[src/rtl/mac_seq_ctrl.sv]
// Sequencer for a multi-mode MAC: latches a mode, streams operand beats into
// the datapath, waits for the pipeline to settle and presents the result.
// Optional macro MAC_SEQ_CFG_CHECK_EN rejects the reserved lane mode 2'b11.
module mac_seq_ctrl #(
  parameter int MAC_CONF_WIDTH = 4,
  parameter int MAC_MIN_WIDTH  = 8,
  parameter int PIPE_DEPTH     = 3,
  parameter int CNT_WIDTH      = 8
) (
  input  logic                        clk,
  input  logic                        rst,
  input  logic                        en,
  input  logic [MAC_CONF_WIDTH-1:0]   cfg_in,
  input  logic [CNT_WIDTH-1:0]        acc_len,
  input  logic                        cfg_wr,
  output logic                        cfg_busy,
  output logic                        cfg_err,
  input  logic                        in_valid,
  output logic                        in_ready,
  input  logic [4*MAC_MIN_WIDTH-1:0]  in_a,
  input  logic [4*MAC_MIN_WIDTH-1:0]  in_b,
  output logic [MAC_CONF_WIDTH-1:0]   dp_cfg,
  output logic [4*MAC_MIN_WIDTH-1:0]  dp_a,
  output logic [4*MAC_MIN_WIDTH-1:0]  dp_b,
  output logic                        dp_valid,
  output logic                        dp_acc_clr,
  output logic                        dp_last,
  output logic                        res_valid,
  input  logic                        res_ready
);

  localparam int LANES_W = 4 * MAC_MIN_WIDTH;
  localparam int DRAIN_W = $clog2(PIPE_DEPTH + 1);
  localparam logic [CNT_WIDTH-1:0] CNT_ONE   = CNT_WIDTH'(1);
  localparam logic [DRAIN_W-1:0]   DRAIN_ONE = DRAIN_W'(1);
  localparam logic [DRAIN_W-1:0]   DRAIN_LD  = DRAIN_W'(PIPE_DEPTH);

  typedef enum logic [1:0] {
    S_IDLE   = 2'd0,
    S_RUN    = 2'd1,
    S_DRAIN  = 2'd2,
    S_RESULT = 2'd3
  } state_t;

  state_t                    state_q, state_d;
  logic [MAC_CONF_WIDTH-1:0] cfg_q, cfg_d;
  logic [CNT_WIDTH-1:0]      target_q, target_d;
  logic [CNT_WIDTH-1:0]      beat_q, beat_d;
  logic [DRAIN_W-1:0]        drain_q, drain_d;
  logic [LANES_W-1:0]        dpa_q, dpa_d;
  logic [LANES_W-1:0]        dpb_q, dpb_d;
  logic                      vld_q, vld_d;
  logic                      clr_q, clr_d;
  logic                      last_q, last_d;
  logic                      accept;
  logic                      is_last_beat;
  logic                      cfg_bad;

`ifdef MAC_SEQ_CFG_CHECK_EN
  logic err_q;

  assign cfg_bad = (cfg_in[1:0] == 2'b11);

  always_ff @(posedge clk) begin
    if (rst) err_q <= 1'b0;
    else     err_q <= (state_q == S_IDLE) && en && cfg_wr && cfg_bad;
  end

  assign cfg_err = err_q;
`else
  assign cfg_bad = 1'b0;
  assign cfg_err = 1'b0;
`endif

  assign in_ready     = (state_q == S_RUN) && en;
  assign accept       = in_ready && in_valid;
  assign is_last_beat = (beat_q == (target_q - CNT_ONE));

  always_comb begin
    state_d  = state_q;
    cfg_d    = cfg_q;
    target_d = target_q;
    beat_d   = beat_q;
    drain_d  = drain_q;
    dpa_d    = dpa_q;
    dpb_d    = dpb_q;
    vld_d    = 1'b0;
    clr_d    = 1'b0;
    last_d   = 1'b0;
    case (state_q)
      S_IDLE: begin
        if (en && cfg_wr && !cfg_bad) begin
          cfg_d    = cfg_in;
          target_d = (acc_len == '0) ? CNT_ONE : acc_len;
          beat_d   = '0;
          state_d  = S_RUN;
        end
      end
      S_RUN: begin
        if (accept) begin
          dpa_d  = in_a;
          dpb_d  = in_b;
          vld_d  = 1'b1;
          clr_d  = (beat_q == '0);
          last_d = is_last_beat;
          // Counter parks on target-1 at the final beat instead of wrapping.
          if (is_last_beat) begin
            state_d = S_DRAIN;
            drain_d = DRAIN_LD;
          end else begin
            beat_d  = beat_q + CNT_ONE;
          end
        end
      end
      S_DRAIN: begin
        if (en) begin
          if (drain_q <= DRAIN_ONE) begin
            drain_d = '0;
            state_d = S_RESULT;
          end else begin
            drain_d = drain_q - DRAIN_ONE;
          end
        end
      end
      S_RESULT: begin
        if (en && res_ready) state_d = S_IDLE;
      end
      default: state_d = S_IDLE;
    endcase
  end

  // Register stage: control, counters and the one-cycle datapath beat.
  always_ff @(posedge clk) begin
    if (rst) begin
      state_q  <= S_IDLE;
      cfg_q    <= '0;
      target_q <= '0;
      beat_q   <= '0;
      drain_q  <= '0;
      dpa_q    <= '0;
      dpb_q    <= '0;
      vld_q    <= 1'b0;
      clr_q    <= 1'b0;
      last_q   <= 1'b0;
    end else begin
      state_q  <= state_d;
      cfg_q    <= cfg_d;
      target_q <= target_d;
      beat_q   <= beat_d;
      drain_q  <= drain_d;
      dpa_q    <= dpa_d;
      dpb_q    <= dpb_d;
      vld_q    <= vld_d;
      clr_q    <= clr_d;
      last_q   <= last_d;
    end
  end

  assign cfg_busy   = (state_q != S_IDLE);
  assign res_valid  = (state_q == S_RESULT);
  assign dp_cfg     = cfg_q;
  assign dp_a       = dpa_q;
  assign dp_b       = dpb_q;
  assign dp_valid   = vld_q;
  assign dp_acc_clr = clr_q;
  assign dp_last    = last_q;

endmodule

[config.mk]
export PLATFORM = sky130hd
export DESIGN_NAME = mac_seq_ctrl
export DESIGN_NICKNAME = d
export VERILOG_FILES = /design/src/rtl/mac_seq_ctrl.sv
export SDC_FILE = /design/constraint.sdc
export NUM_CORES = 1
export LEC_CHECK = 0
export BUFFER_PORTS_ARGS = -buffer_cell sky130_fd_sc_hd__clkbuf_2
export CAP_MARGIN = 0
export CORE_UTILIZATION = 45
export DETAILED_ROUTE_END_ITERATION = 16
export GPL_TIMING_DRIVEN = 0
export HOLD_SLACK_MARGIN = 0.05
export PLACE_DENSITY_LB_ADDON = 0.12
export SLEW_MARGIN = 15
export SYNTH_ARGS = -nofsm -noshare
export SYNTH_HDL_FRONTEND = slang
export SYNTH_SLANG_ARGS = --single-unit
[constraint.sdc]
create_clock -name clk -period 3.25 [get_ports clk]
set_clock_uncertainty 0.1 [all_clocks]
set_input_delay 0.8125 -clock clk [delete_from_list [all_inputs] [get_ports clk]]
set_output_delay 0.8125 -clock clk [all_outputs]
set_load 0.005 [all_outputs]
==> results by stage <==
Worst setup path:
- The worst setup path is captured at a register.
- The end of the worst register-to-register path is drain_q[1]$_SDFFE_PP0P_.
- Together, buffers and inverters on the worst path number 1.
- The critical path starts at target_q[0]$_SDFFE_PP0P_.
- The worst reg-to-reg path cell count is 8.
- The gate family responsible for the most delay along the worst path is simple AND/OR/NAND/NOR gates.
- Walking the worst path, the cells encountered are inv_1 > ha_1 > or3b_2 > mux2i_1 > and4_1 > nor4_1 > mux2_2 > a21oi_1.
- The cell type of the slowest stage on the worst timing path is sky130_fd_sc_hd__nor4_1.
- The startpoint of the lowest-slack register-to-register path is target_q[0]$_SDFFE_PP0P_.
- The capture point of the worst path is drain_q[1]$_SDFFE_PP0P_.
- The kind of critical path is register to register.
- Data on the critical path arrives at its endpoint at 2.97 ns.
- The element type at the critical path start is a register.
- The logic depth of the worst path, buffers included is 8.
- The data required time at the worst endpoint is 3.43 ns.
- The worst-case register-to-register setup slack is 0.45 ns.
- The largest single stage delay on the critical path is 0.59 ns.
- The maximum fanout along the worst path is 4.

Yosys:
- After synthesis, the cell types taking the most area are sky130_fd_sc_hd__dfxtp_1 (49%), sky130_fd_sc_hd__nand2_1 (16%), sky130_fd_sc_hd__a21oi_1 (12%).
- The commonest cells after synthesis are sky130_fd_sc_hd__nand2_1 (160), sky130_fd_sc_hd__dfxtp_1 (91), sky130_fd_sc_hd__a21oi_1 (86).
- The synthesized cell area is 3730 um2.
- After synthesis, the netlist uses 48 different library cells.
- The mean instance size in the synthesized netlist is 7.88 um2.
- For this run, the number of Yosys warnings is 0.
- The top-area cell type share of the netlist area is slightly below 50%.
- For this run, asynchronously set or reset flops after synthesis account for 0%.
- Summed over all instances, the cell type with the most area after synthesis is sky130_fd_sc_hd__dfxtp_1.
- Yosys instantiated no cell more often than sky130_fd_sc_hd__nand2_1.
- The number of standard cells after synthesis is 473.
- Summing the sequential cell areas from Yosys gives 48.9% of the chip area.
- After synthesis the netlist holds a flip-flop and latch count of a little over 90.
- The synthesized design contains 0 enable-type register cells.
- The synthesized netlist net count is 562.
- The prevailing post-synth register cell is sky130_fd_sc_hd__dfxtp_1.

Routing:
- The count of nets left with antenna violations after detail routing is 0.
- The detailed router placed between 3000 and 4000 vias in this run.
- The average vias per placed instance is between 5 and 6.
- For this run, design rule violations remaining after detail routing come to 0.
- The first TritonRoute pass finished after 4 iterations.
- The detailed router finished its first iteration with 193 violations.
- For this block, the routed nets add up to 9370 um of wire.
- In the final routed layout, each cell accounts on average for 12.6 um.

GRT:
- The number of antenna violations at the first check in global routing is 0.
- The total congestion overflow after global routing is 0.
- The first global-routing pass estimated 15300 um of wire.
- The global router's overall resource usage is 22.1%.
- Entering global routing, the biggest net connects 16 pins.
- The via count of the first global-routing pass is 3408.

Timing:
- In the final timing run, aggregate negative setup slack is 0 ns.
- Setup repair after global routing left no endpoint under its margin.
- For the pin with the worst max-slew slack, the measured transition is 0.776 ns.
- Measured against its own limit, the worst slew margin works out to about half.
- Setup violations remaining at the end of the flow were counted as 0.
- The number of hold violations in the final report is 0.
- The maximum clock rate is between 300 and 400 MHz.
- In the finished design, the share of the clock period the worst path needs comes to 86.1%.
- The smallest clock period supported by the final layout is computed as 2.80 ns.
- The number of max-slew violations in the final report was 0.

Clock network:
- The TritonCTS sink count is 91.
- No sink is reached through more buffers than the 2 on the longest clock path.
- The number of setup buffers added after CTS is 0.
- The H-tree was split into 3 levels.
- Buffers inserted to repair hold after CTS numbered 0.
- The total clock buffers created by CTS is 9.
- The post-CTS resize count is 0.
- CTS placed an instance of sky130_fd_sc_hd__clkbuf_8 at the clock tree root.
- The CTS tree is built.
- At the later pin of the worst-skew pair, clock insertion delay measures 0.34 ns.
- The clock input transition at the sequential cells of the worst setup and hold paths is 0.09 ns.

Placement:
- The global placer's final weighted congestion is 0.827.
- Once placement finished, the instance area stood at approximately 4600 um2.
- After legalization and detailed placement, the total HPWL measured 7080 um.
- The number of port buffers is 153.

Pwr:
- The net switching share of the total power is 28.9%.
- The worst-case IR drop observed on VDD is 0.326 mV.
- In this run the power density over the cells is roughly 540 nW/um2.
- The internal power of the cells totals 0.00184 W.
- The part of the total power dissipated in sequential elements is 47.8%.
- The share of power burned in combinational logic is 20.3%.
- The net switching power is around 0.00075 W.
- The clock network fraction of design power is between 30% and 40%.
- Summed over all cells, the static leakage comes to 2.01 nW.

Die:
- The initialized floorplan defines 32 standard-cell rows.
- The core region is 7890 um2.
- The total I/O pin count is 157.
- The initial core utilization is 47.3%.
- The overall die height is 93.0 um.
- The total die area is 8650 um2.
- The die outline width is 93.0 um.

Final layout:
- The area growth from synthesis to layout is 29.7%.
- Once layout is done, the placed cells without fillers occupy 4830 um2.
- The number of nets at the end of the flow is 726.
- The number of antenna diodes in the final layout is 0.
- Of the cells placed in the final design, the portion with a size suffix greater than 1 is 28.1%.
- The filler cells instantiated in the layout total 740.

Run status:
- The run finished with clean final reports.

Hold path:
- In this run the worst hold path is classified as register to register.

Run:
- The number of maximum-capacitance constraint violations is 0.
[power by group through the flow]
stage / clock network (W) / logic [W] / registers, W
3_5_place_dp: 0 / 0.000525 / 0.00127
4_1_cts: 0.000845 / 0.000527 / 0.00124
3_3_place_gp: 0 / 0.000515 / 0.00126
6_report: 0.000825 / 0.000527 / 0.00124
2_1_floorplan: 0 / 0.000328 / 0.00126
5_1_grt: 0.000885 / 0.000596 / 0.00125
[worst min-delay path: stages (launching register included)]
cell and delay, ns:
sky130_fd_sc_hd__dfxtp_1 0.32, sky130_fd_sc_hd__nand2_1 0.05, sky130_fd_sc_hd__a21oi_1 0.05
[worst min path at each step]
stage / endpoint / slack (ns) / depth (start not counted) / start
6_report: dp_b[23]$_SDFFE_PP0P_ / 0.36 / 2 / dp_b[23]$_SDFFE_PP0P_
5_1_grt: dp_b[2]$_SDFFE_PP0P_ / 0.38 / 2 / dp_b[2]$_SDFFE_PP0P_
4_1_cts: dp_a[22]$_SDFFE_PP0P_ / 0.36 / 2 / dp_a[22]$_SDFFE_PP0P_
3_5_place_dp: dp_b[15]$_SDFFE_PP0P_ / 0.35 / 2 / dp_b[15]$_SDFFE_PP0P_
3_3_place_gp: dp_a[0]$_SDFFE_PP0P_ / 0.34 / 2 / dp_a[0]$_SDFFE_PP0P_
2_1_floorplan: drain_q[1]$_SDFFE_PP0P_ / 0.34 / 2 / drain_q[0]$_SDFFE_PP0P_
[through the flow]
step	hold WS (ns)	power, W	std cells	util, %	worst slack, ns
after floorplan	0.339	0.00159	473	-	0.833
after global placement	0.341	0.00178	728	58.6	0.572
after detailed placement	0.347	0.00179	728	58.6	0.545
after CTS	0.359	0.00261	743	61.3	0.527
after global routing	0.377	0.00273	743	61.3	0.328
final	0.358	0.00259	743	61.3	0.452
[logic make-up after synthesis]
family	count (synthesis)	synth area share, %
AND/OR/NAND/NOR	209	24.5
AO/OA/AOI/OAI	113	16.9
flip-flops	91	48.9
buffers and inverters	40	4.36
XOR/XNOR	10	2.35
adder cells (fa/ha/maj)	7	2.35
multiplexers	2	0.571
other	1	0.101
[state kept, by name, indices dropped and copies added (netlist names)]
signal	flops
dp_a	32
dp_b	32
beat_q	8
target_q	8
dp_cfg	4
drain_q	2
state_q	2
dp_acc_clr	1
dp_last	1
dp_valid	1
[cells in the final DEF, fill, tap and decap left out, drive strengths merged, types with 2 or more instances in the layout]
master / netlist / layout
a211oi: 2 / 2
o21ai: 9 / 9
ha: 7 / 7
xor2: 3 / 3
nor4b: 4 / 4
clkbuf: 25 / 187
buf: 4 / 4
and3: 4 / 4
o31ai: 2 / 2
o211ai: 3 / 3
nor3: 4 / 4
nand2b: 3 / 3
nor2: 8 / 8
nand3: 7 / 7
nor4: 3 / 3
dfxtp: 91 / 91
clkinv: 0 / 2
and2: 2 / 2
or4: 4 / 4
or3: 3 / 3
o2111ai: 2 / 2
inv: 11 / 12
bufinv: 0 / 2
a21oi: 86 / 86
xnor2: 7 / 7
nand2: 160 / 160
and4: 2 / 2
o41ai: 2 / 2
[final cells by class]
class / instances / area (um2) / area share, %
clock inverters: 6 / 90.1 / 1.86
flip-flops and latches: 91 / 1820 / 37.7
multi-input cells: 342 / 1740 / 36.1
repair buffers: 153 / 766 / 15.8
clock buffers: 9 / 124 / 2.56
inverters: 11 / 41.3 / 0.854
well taps: 102 / 128 / 2.64
plain buffers: 29 / 121 / 2.51
[routing by layer]
metal  GRT usage [%]  vias to the layer above  part of all wire (%)
met5               0                        -                     0
met4            7.69                        0                   1.0
met3            4.96                        8                   6.7
met2            36.9                      126                    47
met1            28.0                     1673                    45
li1                -                     1911                     -
No activity file was read; power rests on OpenSTA's default activity.
